[src/rtl/word_serializer.sv]
// Parallel-to-serial front end: WIDTH-bit words in on valid/ready, MSB-first bits out, one per clk.
// Define SERIALIZER_PARITY_EN to append an even-parity bit to every frame.
module word_serializer #(
  parameter int   WIDTH    = 8,
  parameter logic IDLE_BIT = 1'b0
) (
  input  logic             clk,
  input  logic             rst,
  input  logic [WIDTH-1:0] in_data,
  input  logic             in_valid,
  output logic             in_ready,
  output logic             ser_out,
  output logic             ser_valid,
  output logic             frame_start,
  output logic             busy,
  output logic [1:0]       state_dbg
);

  // Handshake: a word transfers on any posedge where in_valid && in_ready.
  // in_ready is a function of state only (never of in_valid) and is held low during rst.

  localparam int CW = (WIDTH > 2) ? $clog2(WIDTH) : 1;
  localparam logic [CW-1:0] CNT_TOP = CW'(WIDTH - 1);

`ifdef SERIALIZER_PARITY_EN
  typedef enum logic [1:0] {IDLE = 2'd0, SHIFT = 2'd1, PARITY = 2'd2} state_t;
`else
  typedef enum logic [1:0] {IDLE = 2'd0, SHIFT = 2'd1} state_t;
`endif

  state_t           state, state_nxt;
  logic [CW-1:0]    cnt, cnt_nxt;
  // Only the bits still to be sent are kept; the MSB goes straight to ser_out on load.
  logic [WIDTH-2:0] rest, rest_nxt;
  logic             ser_out_nxt, ser_valid_nxt, frame_start_nxt;
  logic             ready_c, accept;
`ifdef SERIALIZER_PARITY_EN
  logic             par, par_nxt;
`endif

  always_ff @(posedge clk or posedge rst) begin
    if (rst) begin
      state       <= IDLE;
      cnt         <= '0;
      rest        <= '0;
      ser_out     <= IDLE_BIT;
      ser_valid   <= 1'b0;
      frame_start <= 1'b0;
`ifdef SERIALIZER_PARITY_EN
      par         <= 1'b0;
`endif
    end else begin
      state       <= state_nxt;
      cnt         <= cnt_nxt;
      rest        <= rest_nxt;
      ser_out     <= ser_out_nxt;
      ser_valid   <= ser_valid_nxt;
      frame_start <= frame_start_nxt;
`ifdef SERIALIZER_PARITY_EN
      par         <= par_nxt;
`endif
    end
  end

  always_comb begin
    ready_c = 1'b0;
    case (state)
      IDLE:   ready_c = 1'b1;
`ifdef SERIALIZER_PARITY_EN
      PARITY: ready_c = 1'b1;
`else
      SHIFT:  ready_c = (cnt == '0);
`endif
      default: ready_c = 1'b0;
    endcase
    in_ready = ready_c && !rst;
    accept   = in_valid && in_ready;
  end

  always_comb begin
    state_nxt       = state;
    cnt_nxt         = cnt;
    rest_nxt        = rest;
    ser_out_nxt     = IDLE_BIT;
    ser_valid_nxt   = 1'b0;
    frame_start_nxt = 1'b0;
`ifdef SERIALIZER_PARITY_EN
    par_nxt         = par;
`endif
    if (accept) begin
      // Accept also covers the frame-end reload, giving zero-gap streaming.
      state_nxt       = SHIFT;
      cnt_nxt         = CNT_TOP;
      rest_nxt        = in_data[WIDTH-2:0];
      ser_out_nxt     = in_data[WIDTH-1];
      ser_valid_nxt   = 1'b1;
      frame_start_nxt = 1'b1;
`ifdef SERIALIZER_PARITY_EN
      par_nxt         = ^in_data;
`endif
    end else begin
      case (state)
        SHIFT: begin
          if (cnt != '0) begin
            cnt_nxt       = cnt - CW'(1);
            rest_nxt      = rest << 1;
            ser_out_nxt   = rest[WIDTH-2];
            ser_valid_nxt = 1'b1;
          end else begin
`ifdef SERIALIZER_PARITY_EN
            state_nxt     = PARITY;
            ser_out_nxt   = par;
            ser_valid_nxt = 1'b1;
`else
            state_nxt     = IDLE;
`endif
          end
        end
        default: state_nxt = IDLE;
      endcase
    end
  end

  assign busy      = (state != IDLE);
  assign state_dbg = state;

endmodule
[config.mk]
export PLATFORM = sky130hd
export DESIGN_NAME = word_serializer
export DESIGN_NICKNAME = d
export VERILOG_FILES = /design/src/rtl/word_serializer.sv
export SDC_FILE = /design/constraint.sdc
export NUM_CORES = 1
export LEC_CHECK = 0
export BUFFER_PORTS_ARGS = -buffer_cell sky130_fd_sc_hd__buf_2
export CORE_AREA = 2 2 39 41
export CTS_BUF_LIST = sky130_fd_sc_hd__clkbuf_2
export DETAILED_ROUTE_END_ITERATION = 6
export DIE_AREA = 0 0 41 43
export PLACE_DENSITY_LB_ADDON = 0.3
export SYNTH_ARGS = -nofsm -noshare
export SYNTH_HDL_FRONTEND = slang
export SYNTH_SLANG_ARGS = --single-unit
export TNS_END_PERCENT = 100
[constraint.sdc]
create_clock -name clk -period 1.8 [get_ports clk]
set_input_delay 0.09 -clock clk [delete_from_list [all_inputs] [get_ports clk]]
set_output_delay 0.09 -clock clk [all_outputs]
set_load 0.02 [all_outputs]
## Word-level counts from Yosys, hierarchy flattened

Cells that the tools add are included.
Widths: inputs -> output; s select.

| word-level totals | value |
|---|---|
| flip-flop bits (word level) | 15 |
| input port bits | 11 |
| output and inout port bits | 7 |
| logic and storage cells | 36 |

| operators by class | value |
|---|---|
| add/subtract/negate cells | 1 |
| equality and inequality tests | 2 |
| muxes and demuxes | 17 |
| reductions and logical operators | 10 |

Operators with widths:

| cell | number |
|---|---|
| $mux 7 | 3 |
| $mux 3 | 3 |
| $mux 1 | 7 |
| $mux 2 | 3 |
| $reduce_bool 2->1 | 3 |
| $logic_not 3->1 | 1 |
| $ne 3x3->1 const B | 1 |
| $reduce_bool 3->1 | 1 |
| $sub 3x1->3 const B | 1 |
| $eq 2x1->1 const B | 1 |
| $logic_and 1x1->1 | 2 |
| $logic_not 2->1 | 1 |
| $pmux 1 s2 | 1 |
| $reduce_and 2->1 | 1 |
| $logic_not 1->1 | 1 |

## Depth between registers and ports, before layout

Gate-level depths: netlist of the first run.

| logic depth | value |
|---|---|
| word-level depth | 6 |
| gate-level depth with buffers | 8 |
| mapped depth without buffers | 7 |

## Worst setup path after synthesis of the first run

No wires, ideal clock.

| timing | value |
|---|---|
| kind | flip-flop to flip-flop |
| start point | register cnt[0] |
| end point | register rest[6] |
| setup time | 0.126 ns |
| data arrival time | 1.441 ns |
| data required time | 1.674 ns |
| path slack | 0.233 ns |
| cell stages (with the launch flop) | 9 |
| buffers on the path | 1 |
| period minus slack after synthesis | 1.567 ns |
| cell sequence | dfrtp_1 -> inv_1 -> ha_1 -> ha_1 -> nand2b_1 -> buf_6 -> nand2_8 -> inv_6 -> a221o_1 |

| between the ends | value |
|---|---|
| cells in the longest elaborated chain, start to end | 6 |
| elaborated cells on any way between the ends | 9 |
| those cells by class | 2 x mux; 7 x reduce/logical |

RTL lines:

| what | RTL line | text |
|---|---|---|
| start: declaration | 32 | `logic [CW-1:0] cnt, cnt_nxt;` |
| start signal: assignment | 54 | `cnt <= cnt_nxt;` |
| $logic_not 3->1 * | 72 | `SHIFT: ready_c = (cnt == '0);` |
| $pmux 1 s2 * | 67 | `case (state)` |
| $logic_and 1x1->1 * | 76 | `in_ready = ready_c && !rst;` |
| $logic_and 1x1->1 * | 77 | `accept = in_valid && in_ready;` |
| named net accept | 36 | `logic ready_c, accept;` |
| $reduce_bool 2->1 (no source line) | -- |  |
| $reduce_and 2->1 (no source line) | -- |  |
| end signal: assignment | 55 | `rest <= rest_nxt;` |
| end: declaration | 34 | `logic [WIDTH-2:0] rest, rest_nxt;` |

The timed path passes the listed nets; every way through them passes the cells marked *.
A chain may end at the register's enable or synchronous reset.

## Worst setup path in the final report of the first run

| timing | value |
|---|---|
| start point | register cnt[0] |
| end point | register rest[2] |

The elaborated chain is that of the path after synthesis.

==> results.toml, run 1 <==
[status]
status = "complete, no violations"

[setup_path]
startpoint_type = "flip-flop"
cpPeakStageDelay_ns = 0.36
worst-setup-path-type = "reg2reg"
required_ns = 1.96
arrival_ns = 1.84
cp_max_fo = 9
path_cells = "inv_1, ha_1, ha_1, nand2b_1, nand2_8, inv_6, a221o_1"
path_delay_family = "adder cells"
endpoint_kind = "flip-flop"
cpMostUsedCell = "ha_1"
critical_path_buf_inv_count = 2
crit_path_top_delay_cell = "dfrtp_1"

[timing]
setup-tns-final_ns = 0
max_slew.worst_pin.slew_ns = 0.527
fmax_ghz = 0.594
slew_headroom_pct = 64.9
worst_hold_slack_ns = 0.0249
worst_slack_ns = 0.118
finalCriticalPeriod_ns = 1.68
clock_skew_ns = 0.0128
fin_crit_sh_pct = 93.5
final-setup-viol-count = 0
grt_setup_unrepaired = "no"
hold_viol = 0
maxSlewViolCount = 0

[cts]
root_buffer = "clkbuf_2"
clkSlewWorstSetupHoldPaths_ns = 0.13
cts_buffers = 3
clkLatencyLatePin_ns = 0.28
numClockSinks = 14
ctsHtreeMaxLevel = 1
cts_tree = "done"
clock_path_buffers = 2

[floorplanning]
ioPinCount = 18
fp.dieW_um = 41
core_area_sq_um = 1380
placementRows = 14
die_h_um = 43
fp.dieArea_sq_um = 1760
start_util_pct = 47.4

[routing]
viasPerCell = 4.98
wl_per_cell_um = 12.5
drt_wl_total_um = 1150
ant_nets = 0
drcViolationCount = 0
drt-initial-drc-count = 10
vias = 458
first_pass_iters = 3

[place]
placed_cells = 87
pre_cts_slack_ns = 0.156
hpwl_um = 847
io_buffers = 16
gp_congestion = 0.638
place_area_sq_um = 739

[pwr]
pwr_density_cell_nw_per_um2 = 1720
p_clk_share_pct = 10.4
power_frac_comb_pct = 51.8
power.net_switching_uw = 535
internal_power_uw = 800
p_sw_share_pct = 40.1
seqPwrFrac_pct = 37.9
leakagePower_uw = 0.000402
ir_drop_uv = 909

[grt]
grt_antenna_before_repair = 0
grt_max_degree = 15
grt_pass1_wl_um = 1760
grt_use_total_pct = 15.4
grt_overflow = 0
grt_pass1_vias = 414

[final_layout]
fin_area_sq_um = 774
final_common_cell = "buf_2"
drive_above_1_share_pct = 36.8
area_growth_pct = 18.1
finalNetCount = 91
final_cell_mix = "16 x buf_2, 14 x dfrtp_1, 6 x inv_1, 6 x and2_1, 6 x a221o_1"
n_antenna_cell = 0
instances_no_fill = 92

[synthesis]
syn_inst = 57
netlist_area_sq_um = 656
yosys_warnings = 0
post_synth.cell_area_avg_sq_um = 11.5
ys_types = 21
yosys_register_bits = 14
ys_seq_area_share_pct = 53.4
syn-num-nets = 70

[flow_run]
maxCapViolations = 0

[worst_hold_path]
worstHoldPathType = "in2reg"
[worst paths after layout]
check | from | end | depth (start not counted) | slack, ns
worst max-delay path | cnt[0] | rest[2] | 7 | 0.12
worst min-delay path | in_data[7] | ser_out | 2 | 0.02
worst max register to register | cnt[0] | rest[2] | 7 | 0.12
worst min register to register | cnt[2] | cnt[2] | 2 | 0.52
max in group asynchronous | rst | rest[1] | 3 | 1.05
min in group asynchronous | rst | ser_out | 3 | 0.39
[repair_timing]
item                                    CTS  global route
endpoints found under the setup margin    1             1
hold buffers                              1             0
resized for setup                         1             0
buffers inserted                          0             1
hold endpoints to repair                 14             0
[sequential cells by signal, indices dropped and copies added (netlist names)]
signal / cells
rest: 7
ser_valid: 1
frame_start: 1
cnt: 3
ser_out: 1
state_dbg: 1
[synthesized netlist by cell type]
library cell | number | area, sq um
dfrtp_1 | 14 | 350
a221o_1 | 6 | 60.1
and2_1 | 6 | 37.5
inv_1 | 6 | 22.5
nand2_1 | 5 | 18.8
buf_4 | 2 | 15.0
ha_1 | 2 | 25.0
nand3_1 | 2 | 10.0
o211ai_1 | 2 | 15.0
a22o_2 | 1 | 10.0
and2b_4 | 1 | 10.0
buf_2 | 1 | 5.00
buf_6 | 1 | 11.3
conb_1 | 1 | 3.75
inv_6 | 1 | 8.76
nand2_8 | 1 | 20.0
nand2b_1 | 1 | 6.26
nor2_1 | 1 | 3.75
nor2_4 | 1 | 11.3
nor2b_1 | 1 | 6.26
o21ai_0 | 1 | 5.00
[metrics by stage]
| step | total power, uW | utilization (%) |
|---|---|---|
| 3_3_place_gp | 1150 | 53.4 |
| 5_1_grt | 1430 | 56.0 |
| 6_report | 1330 | 56.0 |
| 2_1_floorplan | 1030 | - |
| 4_1_cts | 1330 | 55.4 |
| 3_5_place_dp | 1180 | 53.4 |
[power groups by stage]
| stage | clock (uW) | combinational [uW] | sequential [uW] |
|---|---|---|---|
| 5_1_grt | 159 | 755 | 520 |
| 6_report | 138 | 691 | 506 |
| 3_5_place_dp | 0 | 662 | 514 |
| 3_3_place_gp | 0 | 641 | 506 |
| 4_1_cts | 147 | 674 | 507 |
| 2_1_floorplan | 0 | 480 | 547 |
[worst reg2reg max path: stages (launching register included)]
cell      delay, ns
dfrtp_1        0.36
inv_1          0.06
ha_1           0.20
ha_1           0.20
nand2b_1       0.24
nand2_8        0.12
inv_6          0.05
a221o_1        0.34
[cell families after synthesis]
kind of cell / count (synthesis) / synth area share (%)
AND/OR/NAND/NOR: 19 / 18.9
buffers and inverters: 11 / 9.54
AO/OA/AOI/OAI: 10 / 13.7
flip-flops: 14 / 53.4
other: 1 / 0.572
adder cells (fa/ha/maj): 2 / 3.82
[metal layers]
metal	share of wire, %	routed length, um	up-vias	track usage (%)
met5	0	0	-	0
met4	1.5	17	0	8.00
met3	5.3	61	2	6.28
met2	49	560	10	19.7
met1	44	507	214	21.8
li1	-	-	232	-
[cell type report]
type,instances,area (sq um)
multi-input combinational,32,245
tap,16,20.0
fill,125,609
inverter,7,31.3
timing repair buffer,20,113
sequential,14,350
clock buffer,3,15.0
Power figures use the tool's default switching activity.
==> run 2, diff against run 1 <==
--- a/config.mk
+++ b/config.mk
@@ -6,10 +6,10 @@
 export NUM_CORES = 1
 export LEC_CHECK = 0
 export BUFFER_PORTS_ARGS = -buffer_cell sky130_fd_sc_hd__buf_2
-export CORE_AREA = 2 2 39 41
+export CORE_AREA = 8 8 45 47
 export CTS_BUF_LIST = sky130_fd_sc_hd__clkbuf_2
 export DETAILED_ROUTE_END_ITERATION = 6
-export DIE_AREA = 0 0 41 43
+export DIE_AREA = 0 0 53 55
 export PLACE_DENSITY_LB_ADDON = 0.3
 export SYNTH_ARGS = -nofsm -noshare
 export SYNTH_HDL_FRONTEND = slang
==> run 2 against run 1 <==
Worst hold slack better by 0.0024 ns. Final cell count did not move. Sequential share of layout area fell by 0.58 points. Maximum frequency shrank 0.23%. First-iteration DRC count shrank 10%. Final area rose by 1.3%. Routed wire length up 13%. Via count down 1.7%. Sequential power grew 0.8%. Highest routed layer unchanged.
==> results.toml, run 2 (synthesis results as in run 1) <==
[status]
status = "complete, no violations"

[final_layout]
final_common_cell = "buf_2"
largest_reg_flops = 7
fin_area_sq_um = 785
n_antenna_cell = 0
final_cell_mix = "16 x buf_2, 14 x dfrtp_1, 6 x inv_1, 6 x and2_1, 6 x a221o_1"
finalNetCount = 90
drive_above_1_share_pct = 38.2
largest-register = "rest"
area_growth_pct = 19.7
largestRegisters = "rest x7, cnt x3"

[place]
gp_congestion = 0.683
place_area_sq_um = 739
hpwl_um = 969
io_buffers = 16

[pwr]
p_sw_share_pct = 40.3
power.net_switching_uw = 549
seqPwrFrac_pct = 37.5
power_frac_comb_pct = 52.0
ir_drop_uv = 942
internal_power_uw = 812
leakagePower_uw = 0.000405
p_clk_share_pct = 10.5
pwr_density_cell_nw_per_um2 = 1730

[setup_path]
cpPeakStageDelay_ns = 0.38
arrival_ns = 1.83
cp_max_fo = 9
path_delay_family = "adder cells"
worst-setup-path-type = "reg2reg"
critical_path_buf_inv_count = 2
endpoint_kind = "flip-flop"
path_cells = "inv_1, ha_1, ha_2, nand2b_2, nand2_8, inv_6, a221o_1"
required_ns = 1.95
crit_path_top_delay_cell = "dfrtp_1"
startpoint_type = "flip-flop"

[floorplanning]
fp.dieW_um = 53
start_util_pct = 47.4
die_h_um = 55
placementRows = 14
core_area_sq_um = 1380
fp.dieArea_sq_um = 2920
ioPinCount = 18

[routing]
drcViolationCount = 0
drt-initial-drc-count = 9
ant_nets = 0
first_pass_iters = 2
drt_wl_total_um = 1290
vias = 450
wl_per_cell_um = 14.1
viasPerCell = 4.89

[grt]
grt_pass1_wl_um = 2190
grt_use_total_pct = 10.1
grt_pass1_vias = 494
grt_max_degree = 15
grt_overflow = 0
grt_antenna_before_repair = 0

[cts]
postCtsSetupBuffers = 0
clkLatencyLatePin_ns = 0.27
cts_tree = "done"
cts_buffers = 3
clock_path_buffers = 2
clkSlewWorstSetupHoldPaths_ns = 0.14
numClockSinks = 14
root_buffer = "clkbuf_2"
ctsHtreeMaxLevel = 1

[timing]
slew_headroom_pct = 66.6
fmax_ghz = 0.593
grt_setup_unrepaired = "no"
clock_skew_ns = 0.0167
finalCriticalPeriod_ns = 1.69
final-setup-viol-count = 0
maxSlewViolCount = 0
max_slew.worst_pin.slew_ns = 0.500
fin_crit_sh_pct = 93.7
hold_viol = 0
setup-tns-final_ns = 0

[worst_hold_path]
worstHoldPathType = "in2reg"

[flow_run]
maxCapViolations = 0
[run 2: changes by cell type in the layout (fill, tap and decap cells not counted), sizes merged]
cell | previous run | this run
clkinv | 0 | 1
buf | 19 | 18
[run 2: worst reg2reg max path: cells and delay by family, from the launching register on]
family                   cells  cell delay, ns
adder cells (fa/ha/maj)      2            0.39
flip-flops                   1            0.38
AO/OA/AOI/OAI                1            0.35
AND/OR/NAND/NOR              2            0.33
buffers and inverters        2            0.11
[run 2: worst paths after layout]
path | depth (start not counted) | startpoint | end | slack (ns)
setup / recovery | 7 | cnt[0] | rest[4] | 0.11
hold / removal | 2 | in_data[7] | ser_out | 0.03
setup reg to reg | 7 | cnt[0] | rest[4] | 0.11
hold reg to reg | 2 | cnt[1] | cnt[1] | 0.51
max in group asynchronous | 3 | rst | state_dbg[0] | 1.06
min in group asynchronous | 3 | rst | rest[0] | 0.39
[run 2: final cells by class]
| type | instances | area, sq um |
|---|---|---|
| fillers | 120 | 599 |
| flip-flops and latches | 14 | 350 |
| multi-input cells | 32 | 255 |
| repair buffers | 19 | 109 |
| inverters | 7 | 31.3 |
| well taps | 16 | 20.0 |
| clock buffers | 3 | 15.0 |
| clock inverters | 1 | 3.75 |
[run 2: per-stage QoR]
stage | instances | hold slack [ns] | util, % | power [uW] | setup WS (ns)
finish | 92 | 0.0273 | 56.7 | 1360 | 0.114
global route | 92 | 0.0104 | 56.7 | 1480 | 0.0313
CTS | 92 | 0.00235 | 55.7 | 1350 | 0.0128
detailed placement | 87 | 0.170 | 53.4 | 1190 | 0.130
global placement | 87 | 0.167 | 53.4 | 1160 | 0.210
floorplan | 57 | -0.0208 | - | 1030 | 0.233
[run 2: repair_timing]
| action | 4_1_cts | 5_1_grt |
|---|---|---|
| pin swaps | 0 | 0 |
| resized for setup | 1 | 4 |
| hold buffers | 1 | 0 |
| setup endpoints to repair | 1 | 1 |
| hold endpoints to repair | 14 | 0 |
[run 2: power groups by stage]
stage	Clock, uW	Sequential, uW	Combinational, uW
3_5_place_dp	0	513	672
4_1_cts	154	506	686
2_1_floorplan	0	547	480
3_3_place_gp	0	507	652
6_report	142	510	708
5_1_grt	164	528	784
[run 2: per-layer routing]
layer  up-vias  part of all wire (%)  routed length (um)  global-route usage, %
met4         0                  0.93                  12                   5.17
met1       209                    41                 536                   11.7
met2        10                    53                 692                   16.4
met3         2                   4.0                  52                   3.48
li1        229                     -                   -                      -
met5         -                     0                   0                      0
==> run 3, diff against run 2 <==
==> constraint.sdc (replaced) <==
create_clock -name clk -period 1.8 [get_ports clk]
set_input_delay 0.27 -clock clk [delete_from_list [all_inputs] [get_ports clk]]
set_output_delay 0.27 -clock clk [all_outputs]
set_load 0.02 [all_outputs]
==> run 3 against run 2 <==
Sequential power is 1% lower. Non-clock buffer count increased by 3. Sequential cell count unchanged. Combinational power grew 17%. Maximum frequency down 1.5%. Die area unchanged. Worst hold slack better by 0.015 ns. Via count grew 2.7%. Global-route usage barely moved. Sequential share of layout area fell by 1.7 points. Count of clock-buffer cells in the layout is the same. Register-to-register slack lost 0.03 ns. Largest cell class unchanged.
==> results.toml, run 3 (synthesis results as in run 1) <==
[place]
hpwl_um = 941
placed_cells = 88
place_area_sq_um = 747
io_buffers = 16
gp_congestion = 0.725

[cts]
cts_buffers = 3
cts_tree = "done"
clock_path_buffers = 2
hold_buffers = 0
clkLatencyLatePin_ns = 0.26
numClockSinks = 14
ctsHtreeMaxLevel = 1
clkSlewWorstSetupHoldPaths_ns = 0.13
root_buffer = "clkbuf_2"

[routing]
viasPerCell = 4.91
vias = 462
first_pass_iters = 4
drt-initial-drc-count = 3
drcViolationCount = 0
wl_per_cell_um = 13.9
drt_wl_total_um = 1310
ant_nets = 0

[timing]
fmax_ghz = 0.584
fin_crit_sh_pct = 95.1
final-setup-viol-count = 0
grt_setup_unrepaired = "no"
slew_headroom_pct = 64.1
clock_skew_ns = 0.000356
worst_hold_slack_ns = 0.0426
setup-tns-final_ns = 0
maxSlewViolCount = 0
max_slew.worst_pin.slew_ns = 0.538
hold_viol = 0
finalCriticalPeriod_ns = 1.71

[grt]
grt_antenna_before_repair = 0
grt_overflow = 0
grt_use_total_pct = 10.1
grt_pass1_wl_um = 2150
grt_pass1_vias = 478
grt_max_degree = 15

[worst_hold_path]
worstHoldPathType = "in2async"

[setup_path]
arrival_ns = 1.87
cpPeakStageDelay_ns = 0.41
required_ns = 1.96
endpoint_kind = "flip-flop"
startpoint_type = "flip-flop"
worst-setup-path-type = "reg2reg"
r2r_setup_slack_ns = 0.09
crit_path_top_delay_cell = "dfrtp_1"
cpMostUsedCell = "buf_4"
path_cells = "inv_2, ha_4, ha_4, nor2b_2, buf_4, buf_4, buf_4, and2_1, a221o_1"
cp_max_fo = 6

[final_layout]
finalNetCount = 93
largest_reg_flops = 7
regArea_sq_um = 350
drive_above_1_share_pct = 43.6
final_common_cell = "buf_2"
fill_cells = 123
instances_no_fill = 94
largest-register = "rest"
largestRegisters = "rest x7, cnt x3"
final_cell_mix = "16 x buf_2, 14 x dfrtp_1, 6 x and2_1, 6 x a221o_1"
utilization_pct = 59.0
multiInputGateArea_sq_um = 270
area_growth_pct = 24.4
n_antenna_cell = 0
fin_area_sq_um = 816

[pwr]
pwr_density_cell_nw_per_um2 = 1800
leakagePower_uw = 0.000412
ir_drop_uv = 779

[floorplanning]
fp.dieW_um = 53
placementRows = 14
ioPinCount = 18
fp.dieArea_sq_um = 2920
die_h_um = 55
start_util_pct = 47.4
core_area_sq_um = 1380

[status]
status = "complete, no violations"

[flow_run]
maxCapViolations = 0
-- run 3: layout make-up --
| class | instances | area share [%] |
|---|---|---|
| Clock buffer | 3 | 1.84 |
| Inverter | 7 | 3.83 |
| Multi-Input combinational cell | 32 | 33.1 |
| Sequential cell | 14 | 42.9 |
| Tap cell | 16 | 2.45 |
| Timing Repair Buffer | 22 | 15.8 |
-- run 3: final timing paths --
check,to,cells past startpoint,from
setup / recovery,rest[1],9,cnt[0]
hold / removal,ser_out,2,rst
setup reg to reg,rest[1],9,cnt[0]
hold reg to reg,cnt[1],2,cnt[1]
max in group asynchronous,rest[2],2,rst
min in group clk,ser_out,2,in_data[7]
-- run 3: per-layer routing --
layer / vias to the layer above / track usage [%] / routed length [um]
met5: - / 0 / 0
met4: 0 / 3.88 / 0
met3: 0 / 3.74 / 63
met2: 8 / 16.2 / 676
met1: 220 / 12.1 / 566
li1: 234 / - / -
-- run 3: critical path: cells and delay by family, from the launching register on --
| kind | cells | cell delay (ns) |
|---|---|---|
| compound gates | 1 | 0.26 |
| fa+ha+maj | 2 | 0.27 |
| buf+inv | 4 | 0.47 |
| flops | 1 | 0.41 |
| simple gates | 2 | 0.20 |
-- run 3: report_power, final --
group          switching, uW  leakage, uW  internal [uW]  total (uW)
Combinational            424     0.000224            401         825
Clock                   92.7    0.0000125           45.5         138
Sequential              58.8     0.000175            446         504
Total                    575     0.000412            892        1470
-- run 3: stage by stage --
| stage | power, uW | worst slack [ns] |
|---|---|---|
| finish | 1470 | 0.0886 |
| CTS | 1400 | 0.0196 |
| global route | 1610 | 0.0158 |
| floorplan | 1030 | 0.233 |
| detailed placement | 1200 | 0.179 |
| global placement | 1180 | 0.209 |
-- run 3: timing repair --
item / CTS / global route
gates cloned: 0 / 0
setup endpoints to repair: 1 / 1
buffers inserted: 2 / 1
pin swaps: 0 / 1
gates resized for setup: 2 / 5
